<file path="src/rtl/result_store_writer_if.sv">
// Result-writer bus: four-lane group handshake in, single-port DRAM write port out.
interface result_store_writer_if #(
  parameter int DATA_W = 16,
  parameter int ADDR_W = 8
);
  logic              in_valid;
  logic              in_ready;
  logic [DATA_W-1:0] data1;
  logic [DATA_W-1:0] data2;
  logic [DATA_W-1:0] data3;
  logic [DATA_W-1:0] data4;
  logic [ADDR_W-1:0] dram_address;
  logic [DATA_W-1:0] dram_data;
  logic              dram_wren;
  logic              busy;
  logic              done;

  modport slave (
    input  in_valid, data1, data2, data3, data4,
    output in_ready, dram_address, dram_data, dram_wren, busy, done
  );

  modport master (
    output in_valid, data1, data2, data3, data4,
    input  in_ready, dram_address, dram_data, dram_wren, busy, done
  );
endinterface

</file>
<file path="src/rtl/result_store_writer.sv">
// Serializes four-word result groups into consecutive DRAM addresses, one word per clock.
module result_store_writer #(
  parameter int DATA_W     = 16,
  parameter int ADDR_W     = 8,
  parameter int BASE_ADDR  = 0,
  parameter int NUM_GROUPS = 16
) (
  input  logic                 clk,
  input  logic                 rst_n,
  input  logic                 start,
  result_store_writer_if.slave bus
);
  localparam int                LANES = 4;
  localparam int                CNT_W = $clog2(NUM_GROUPS + 1);
  localparam logic [ADDR_W-1:0] BASE  = ADDR_W'(BASE_ADDR);

  typedef enum logic {IDLE, WRITE} state_t;

  state_t                         state_q, state_d;
  logic [1:0]                     lane_q, lane_d;
  logic [ADDR_W-1:0]              ptr_q, ptr_d, addr_q, addr_d, grp_ptr;
  logic [CNT_W-1:0]               gcnt_q, gcnt_d;
  logic [LANES-1:0][DATA_W-1:0]   hold_q, hold_d, lanes_in;
  logic [DATA_W-1:0]              wdata_q, wdata_d;
  logic                           wren_q, wren_d, done_q, done_d;
  logic                           accept, load;

  // lane index 0 carries data1, which lands at the lowest address
  assign lanes_in     = {bus.data4, bus.data3, bus.data2, bus.data1};
  assign bus.in_ready = rst_n && !start &&
                        ((state_q == IDLE) || (state_q == WRITE && lane_q == 2'd3));
  assign accept       = bus.in_valid && bus.in_ready;

  assign bus.dram_address = addr_q;
  assign bus.dram_data    = wdata_q;
  assign bus.dram_wren    = wren_q;
  assign bus.busy         = wren_q;
  assign bus.done         = done_q;

  always_comb begin
    state_d = state_q;
    lane_d  = lane_q;
    ptr_d   = ptr_q;
    addr_d  = addr_q;
    gcnt_d  = gcnt_q;
    hold_d  = hold_q;
    wdata_d = wdata_q;
    wren_d  = 1'b0;
    done_d  = 1'b0;
    grp_ptr = ptr_q;
    load    = 1'b0;

    if (start) begin
      state_d = IDLE;
      lane_d  = 2'd0;
      ptr_d   = BASE;
      gcnt_d  = '0;
    end else begin
      case (state_q)
        IDLE: load = accept;
        WRITE: begin
          if (lane_q != 2'd3) begin
            lane_d  = lane_q + 2'd1;
            wren_d  = 1'b1;
            addr_d  = ptr_q;
            wdata_d = hold_q[lane_q + 2'd1];
            ptr_d   = ptr_q + 1'b1;
          end else begin
            // lane-4 word is on the bus this cycle: close out the group
            if (gcnt_q == CNT_W'(NUM_GROUPS - 1)) begin
              done_d  = 1'b1;
              gcnt_d  = '0;
              grp_ptr = BASE;
            end else begin
              gcnt_d  = gcnt_q + 1'b1;
            end
            ptr_d   = grp_ptr;
            load    = accept;
            state_d = IDLE;
          end
        end
        default: state_d = IDLE;
      endcase

      if (load) begin
        hold_d  = lanes_in;
        wren_d  = 1'b1;
        addr_d  = grp_ptr;
        wdata_d = bus.data1;
        ptr_d   = grp_ptr + 1'b1;
        lane_d  = 2'd0;
        state_d = WRITE;
      end
    end
  end

  always_ff @(posedge clk or negedge rst_n) begin
    if (!rst_n) begin
      state_q <= IDLE;
      lane_q  <= 2'd0;
      ptr_q   <= BASE;
      addr_q  <= BASE;
      gcnt_q  <= '0;
      hold_q  <= '0;
      wdata_q <= '0;
      wren_q  <= 1'b0;
      done_q  <= 1'b0;
    end else begin
      state_q <= state_d;
      lane_q  <= lane_d;
      ptr_q   <= ptr_d;
      addr_q  <= addr_d;
      gcnt_q  <= gcnt_d;
      hold_q  <= hold_d;
      wdata_q <= wdata_d;
      wren_q  <= wren_d;
      done_q  <= done_d;
    end
  end
endmodule

</file>
<file path="src/flat_wrapper.sv">
// flat-port wrapper written by rule: the top's interface ports become plain ports
module result_store_writer_flat 
#(
  parameter int DATA_W     = 16,
  parameter int ADDR_W     = 8,
  parameter int BASE_ADDR  = 0,
  parameter int NUM_GROUPS = 16
)
  (clk, rst_n, start, bus_in_valid, bus_data1, bus_data2, bus_data3, bus_data4, bus_in_ready, bus_dram_address, bus_dram_data, bus_dram_wren, bus_busy, bus_done);
  result_store_writer_if #(.DATA_W(DATA_W), .ADDR_W(ADDR_W)) bus_i ();
  input  logic clk;
  input  logic rst_n;
  input  logic start;
  input wire logic [$bits(bus_i.in_valid)-1:0] bus_in_valid;
  input wire logic [$bits(bus_i.data1)-1:0] bus_data1;
  input wire logic [$bits(bus_i.data2)-1:0] bus_data2;
  input wire logic [$bits(bus_i.data3)-1:0] bus_data3;
  input wire logic [$bits(bus_i.data4)-1:0] bus_data4;
  output wire logic [$bits(bus_i.in_ready)-1:0] bus_in_ready;
  output wire logic [$bits(bus_i.dram_address)-1:0] bus_dram_address;
  output wire logic [$bits(bus_i.dram_data)-1:0] bus_dram_data;
  output wire logic [$bits(bus_i.dram_wren)-1:0] bus_dram_wren;
  output wire logic [$bits(bus_i.busy)-1:0] bus_busy;
  output wire logic [$bits(bus_i.done)-1:0] bus_done;
  assign bus_i.in_valid = bus_in_valid;
  assign bus_i.data1 = bus_data1;
  assign bus_i.data2 = bus_data2;
  assign bus_i.data3 = bus_data3;
  assign bus_i.data4 = bus_data4;
  assign bus_in_ready = bus_i.in_ready;
  assign bus_dram_address = bus_i.dram_address;
  assign bus_dram_data = bus_i.dram_data;
  assign bus_dram_wren = bus_i.dram_wren;
  assign bus_busy = bus_i.busy;
  assign bus_done = bus_i.done;
  result_store_writer #(.DATA_W(DATA_W), .ADDR_W(ADDR_W), .BASE_ADDR(BASE_ADDR), .NUM_GROUPS(NUM_GROUPS)) u_core (.clk(clk), .rst_n(rst_n), .start(start), .bus(bus_i));
endmodule
</file>
<file path="config.mk">
export PLATFORM = sky130hd
export DESIGN_NAME = result_store_writer_flat
export DESIGN_NICKNAME = d
export VERILOG_FILES = /design/src/rtl/result_store_writer_if.sv /design/src/rtl/result_store_writer.sv /design/src/flat_wrapper.sv
export SDC_FILE = /design/constraint.sdc
export NUM_CORES = 1
export LEC_CHECK = 0
export CAP_MARGIN = 20
export CORE_MARGIN = 3
export CORE_UTILIZATION = 50
export CTS_CLUSTER_SIZE = 20
export DETAILED_ROUTE_END_ITERATION = 10
export DONT_BUFFER_PORTS = 1
export RECOVER_POWER = 25
export SYNTH_ARGS = -nofsm -noshare
export SYNTH_HDL_FRONTEND = slang
export SYNTH_SLANG_ARGS = --single-unit
</file>
<file path="constraint.sdc">
create_clock -name clk -period 2.35 [get_ports clk]
set_input_delay 0.235 -clock clk [delete_from_list [all_inputs] [get_ports clk]]
set_output_delay 0.235 -clock clk [all_outputs]
set_load 0.02 [all_outputs]
</file>
# Word level (Yosys, flattened, before mapping)

Cells that the tools add are included.

$add $sub $neg: 4
Magnitude comparators: 1
Eq/ne operators: 4
Muxes and demuxes: 35
Bitwise operators: 2
Reduce and logical (&&, ||, !) cells: 15

Operator list:

| cell                                                                         | count |
|---|---|
| 8-bit two-way mux                                                            | 11 |
| 16-bit two-way mux                                                           | 4 |
| 16-bit binary-select mux with 2-bit select                                   | 1 |
| 5-bit two-way mux                                                            | 4 |
| 8-bit by 1-bit adder with 8-bit output, second input constant                | 2 |
| 1-bit two-way mux                                                            | 10 |
| 2-bit two-way mux                                                            | 4 |
| 2-bit AND reduction                                                          | 3 |
| 2-bit nonzero test                                                           | 3 |
| 3-bit nonzero test                                                           | 2 |
| 5-bit by 1-bit adder with 5-bit output, second input constant                | 1 |
| 5-bit by 4-bit equality test with 1-bit output, second input constant        | 1 |
| 1-bit logical AND                                                            | 4 |
| 2-bit inequality test, second input constant                                 | 2 |
| 2-bit by 3-bit less-than comparator with 1-bit output, second input constant | 1 |
| 3-bit AND reduction                                                          | 1 |
| 2-bit by 1-bit adder with 2-bit output, second input constant                | 1 |
| 2-bit equality test, second input constant                                   | 1 |
| 1-bit inverter                                                               | 2 |
| 1-bit case mux with 2 select lines                                           | 1 |
| 1-bit logical NOT                                                            | 1 |
| 1-bit logical OR                                                             | 1 |

Register bits: 105
Input port bits: 68
Output and inout bits: 28
Logic and storage cells: 72

# Logic depth before layout (Yosys ltp)

Depth after elaboration: 10
Gate-level depth with buffers: 9
Depth with buffers taken out: 7

# Worst setup path before layout

OpenSTA, ideal clock, no wires.

Kind: flip-flop to flip-flop
Start point: reg u_core.lane_q[0]
End point: reg u_core.wdata_q[15], in the netlist u_core.bus.dram_data[15]
Setup time: 0.121 ns
Data arrival time: 1.640 ns
Data required time: 2.229 ns
Path slack: 0.588 ns
Cell stages (with the launch flop): 7
Path buffers: 2
Period minus slack after synthesis: 1.762 ns
Path through: dfrtp_1 -> ha_1 -> clkbuf_1 -> buf_2 -> mux4_2 -> a22oi_1 -> nand2_1

Word-level cells in the longest chain between the ends: 10
Elaborated cells between the ends (all ways): 18
Classes of those cells: add/sub (1); eq/ne (2); mux (8); reduce/logical (7)

RTL lines:

| item                                 | RTL line                   | text |
|---|---|---|
| start, declared                      | result_store_writer.sv:20  | `logic [1:0] lane_q, lane_d;` |
| start signal, assigned               | result_store_writer.sv:110 | `lane_q <= lane_d;` |
| 2-bit equality test                  | result_store_writer.sv:31  | `((state_q == IDLE) \|\| (state_q == WRITE && lane_q == 2'd3));` |
| 1-bit logical AND                    | result_store_writer.sv:31  |  |
| 1-bit logical OR                     | result_store_writer.sv:31  |  |
| 1-bit logical AND                    | result_store_writer.sv:30  | `assign bus.in_ready = rst_n && !start &&` |
| 1-bit logical AND                    | result_store_writer.sv:32  | `assign accept = bus.in_valid && bus.in_ready;` |
| 1-bit two-way mux                    | result_store_writer.sv:62  | `if (lane_q != 2'd3) begin` |
| 1-bit case mux with 2 select lines   | result_store_writer.sv:59  | `case (state_q)` |
| 1-bit two-way mux                    | result_store_writer.sv:53  | `if (start) begin` |
| 2-bit nonzero test (no source line)  | n/a                        |  |
| 3-bit AND reduction (no source line) | n/a                        |  |
| end signal, assigned                 | result_store_writer.sv:115 | `wdata_q <= wdata_d;` |
| end, declared                        | result_store_writer.sv:24  | `logic [DATA_W-1:0] wdata_q, wdata_d;` |

Several ways; a longest one is shown, not always the timed one. The select of a mux whose other input is x is not followed.
A chain may end at the register's enable or synchronous reset.

# Worst setup path in the final report

Start point: reg u_core.state_q
End point: reg u_core.addr_q[1], in the netlist u_core.bus.dram_address[1]

Word-level cells in the longest chain between the ends: 9
Elaborated cells between the ends (all ways): 14
Classes of those cells: mux (6); bitwise (1); reduce/logical (7)

RTL lines:

| item                                                | RTL line                                             | text |
|---|---|---|
| start, declared                                     | result_store_writer.sv:19                            | `state_t state_q, state_d;` |
| start signal, assigned                              | result_store_writer.sv:109                           | `state_q <= state_d;` |
| 1-bit logical AND or 1-bit inverter (tied branches) | result_store_writer.sv:31, result_store_writer.sv:59 |  |
| 1-bit logical OR                                    | result_store_writer.sv:31                            |  |
| 1-bit logical AND                                   | result_store_writer.sv:30                            |  |
| 1-bit logical AND                                   | result_store_writer.sv:32                            |  |
| 1-bit two-way mux                                   | result_store_writer.sv:62                            |  |
| 1-bit case mux with 2 select lines                  | result_store_writer.sv:59                            |  |
| 1-bit two-way mux                                   | result_store_writer.sv:53                            |  |
| 2-bit nonzero test (no source line)                 | n/a                                                  |  |
| 3-bit AND reduction (no source line)                | n/a                                                  |  |
| end signal, assigned                                | result_store_writer.sv:112                           | `addr_q <= addr_d;` |
| end, declared                                       | result_store_writer.sv:21                            | `logic [ADDR_W-1:0] ptr_q, ptr_d, addr_q, addr_d, grp_ptr;` |

Several ways; a longest one is shown, not always the timed one. The select of a mux whose other input is x is not followed.

==> run_results.csv <==
group,metric,value,unit
outcome,status,"finished, violations left",
outcome,violations,"negative hold slack",
clocking,cts_tree,"built",
placed_design,portBuffers,0,
routing,postRouteAntennaNets,0,
global_routing,track_usage,0.219,
clocking,clk_pin_slew,0.12,ns
finish,drive_above_1_share,0.0883,
global_routing,grt_max_degree,109,
synthesis,synth.distinct_cells,50,
finish,multi_input_area,0.00211,mm2
clocking,cts_sinks,105,
run,maxCapViolations,0,
routing,via_per_inst,5.39,
worst_setup_path,crit_required,2.65,ns
synthesis,ys_ff_latch,105,
global_routing,antenna_found_initial,0,
synthesis,synth_seq_area_share,0.531,
clocking,postCtsSetupRepairBufs,0,
floorplan,initial_core_util,0.526,
worst_setup_path,worstSetupPathType,"reg -> reg",
placed_design,place_area,0.00499,mm2
timing,setup_viol,0,
routing,routed_wl,11200,um
placed_design,place.gp.congestion,0.916,
clocking,hold_buffers,64,
worst_setup_path,cp-start-kind,"flop",
global_routing,grt_pass1_vias,3855,
power_and_ir_drop,vdd_drop_max,0.440,mV
clocking,clockRootBuffer,"clkbuf_8",
floorplan,die_h,105,um
timing,finalCritPeriodShare,0.799,
timing,hold_ws,-0.449,ns
timing,drv_slew,0,
routing,wl_per_cell,16.1,um
synthesis,synth.most_common_cell,"nand2_1",
global_routing,overflow,0,
timing,fmax,533,MHz
timing,fin_ws,0.473,ns
finish,seqCellArea,0.00263,mm2
routing,dr.first_iter.drc_count,242,
synthesis,yosysWarningCount,0,
worst_setup_path,crit_path_end_kind,"flop",
finish,fillers,782,
finish,design_area,0.00583,mm2
timing,fin_setup_tns,0,ns
placed_design,pre_cts_ws,0.511,ns
synthesis,synth-edff-count,0,
synthesis,synth_top_area_frac,0.531,
finish,num_antenna_cells,0,
synthesis,synth_cells,510,
floorplan,coreArea,0.00942,mm2
routing,via_count,3743,
timing,worst_slew_pin_slew,0.589,ns
worst_setup_path,worstSetupStartpoint,"u_core.state_q",
routing,drc,0,
worst_setup_path,arrival,2.18,ns
synthesis,synth_nets,581,
power_and_ir_drop,p_leak,2.76,nW
routing,firstDrtPassIters,4,
synthesis,syn-mean-instance-area,9.70,um2
worst_setup_path,reg2reg_from,"u_core.state_q",
global_routing,grt_pass1_wl,19500,um
clocking,clk_latency,0.37,ns
clocking,cts_made_buffers,9,
synthesis,synth-async-reset-ratio,1.00,
finish,final_nets,632,
clocking,h-tree-depth,3,
floorplan,die_w,105,um
floorplan,dieArea,0.0111,mm2
clocking,cts_buffer_depth,2,
timing,clock_skew,0.0145,ns
synthesis,ys_top_cells_by_count,"222 x nand2_1, 105 x dfrtp_1, 16 x a21oi_1, 16 x mux4_2, 12 x buf_2",
synthesis,synth_flop_cell,"dfrtp_1",
synthesis,yosys-top-cells-area,"dfrtp_1 53%, nand2_1 17%, mux4_2 7.3%",
floorplan,io_pins,96,
clocking,cts_resized,0,
worst_hold_path,worst_hold_path_type,"in -> async",
placed_design,hpwl,7010,um
synthesis,synth_top_area_cell,"dfrtp_1",
worst_setup_path,cp_max_fo,19,
timing,rsz0062_at_grt,"no",
timing,hold_violations,105,
timing,relSlewSlack,0.605,
power_and_ir_drop,power.density,725,mW/mm2
finish,layout-area-overhead-vs-synth,17.8,%
timing,finalCriticalPeriod,1.88,ns
floorplan,num_rows,35,
synthesis,syn-cell-area,0.00495,mm2
==> report_power, final <==
| part | switching [W] | internal, W |
|---|---|---|
| clock | 0.000688 | 0.000422 |
| combinational | 0.000322 | 0.000374 |
| sequential | 0.000310 | 0.00211 |
| total | 0.00132 | 0.00291 |
==> metrics by stage <==
step                      power, W  std cells   util  hold slack, ns
final                      0.00423        695  0.619          -0.449
after global routing       0.00448        695  0.619          -0.492
after CTS                  0.00428        695  0.619          -0.479
after detailed placement   0.00307        615  0.530         -0.0558
after global placement     0.00304        615  0.530         -0.0561
after floorplan            0.00292        510      -         -0.0606
==> state kept, by name (all words and copies together) (netlist names) <==
signal	count
u_core.hold_q	64
u_core.bus.dram_data	16
u_core.bus.dram_address	8
u_core.ptr_q	8
u_core.gcnt_q	5
u_core.lane_q	2
u_core.bus.done	1
u_core.state_q	1
==> routing by layer <==
layer | vias to the layer above | part of all wire | GRT usage
met5 | - | 0 | 0
met4 | 0 | 0.013 | 0.0562
met3 | 11 | 0.066 | 0.0606
met2 | 98 | 0.49 | 0.356
met1 | 1821 | 0.43 | 0.292
li1 | 1813 | - | -
==> worst max-delay path, stage by stage, from the launching register on <==
cell      delay [ns]
dfrtp_1         0.62
nand2b_1        0.24
nor2_8          0.39
nor2_8          0.13
inv_1           0.18
nand2_1         0.09
a21oi_1         0.14
==> worst paths after layout <==
| path | end | slack (ns) | depth (start not counted) |
|---|---|---|---|
| setup / recovery | u_core.bus.dram_address[1] | 0.47 | 6 |
| hold / removal | u_core.hold_q[32] | -0.45 | 0 |
| setup reg to reg | u_core.bus.dram_address[1] | 0.47 | 6 |
| hold reg to reg | u_core.hold_q[17] | 0.48 | 2 |
| max in group asynchronous | u_core.ptr_q[1] | 2.62 | 0 |
| min in group clk | u_core.hold_q[9] | 0.04 | 2 |
==> placed cells by master (no fill, tap or decap), drive strengths merged, types with 4 or more instances in the layout <==
master,n
nand2,222
dfrtp,105
dlygate4sd3,64
a21oi,16
mux4,16
o21ai,16
nor2,14
nand3,11
clkbuf,10
a22oi,9
buf,8
mux2i,7
inv,7
nor3,6
and2,5
a22o,5
a31oi,4
==> cells by family after synthesis <==
kind of cell | Yosys count | synth area share
xor+xnor | 5 | 0.00885
buf+inv | 36 | 0.0417
flops | 105 | 0.531
mux | 23 | 0.0870
simple gates | 275 | 0.242
compound gates | 63 | 0.0814
fa+ha+maj | 3 | 0.00759
==> cell type report <==
class,count,share of cell area
repair buffers,72,0.122
flip-flops and latches,105,0.451
well taps,129,0.0277
clock buffers,10,0.0219
inverters,4,0.00258
clock inverters,6,0.0120
multi-input cells,369,0.363
(Power assumes the default switching activity.)
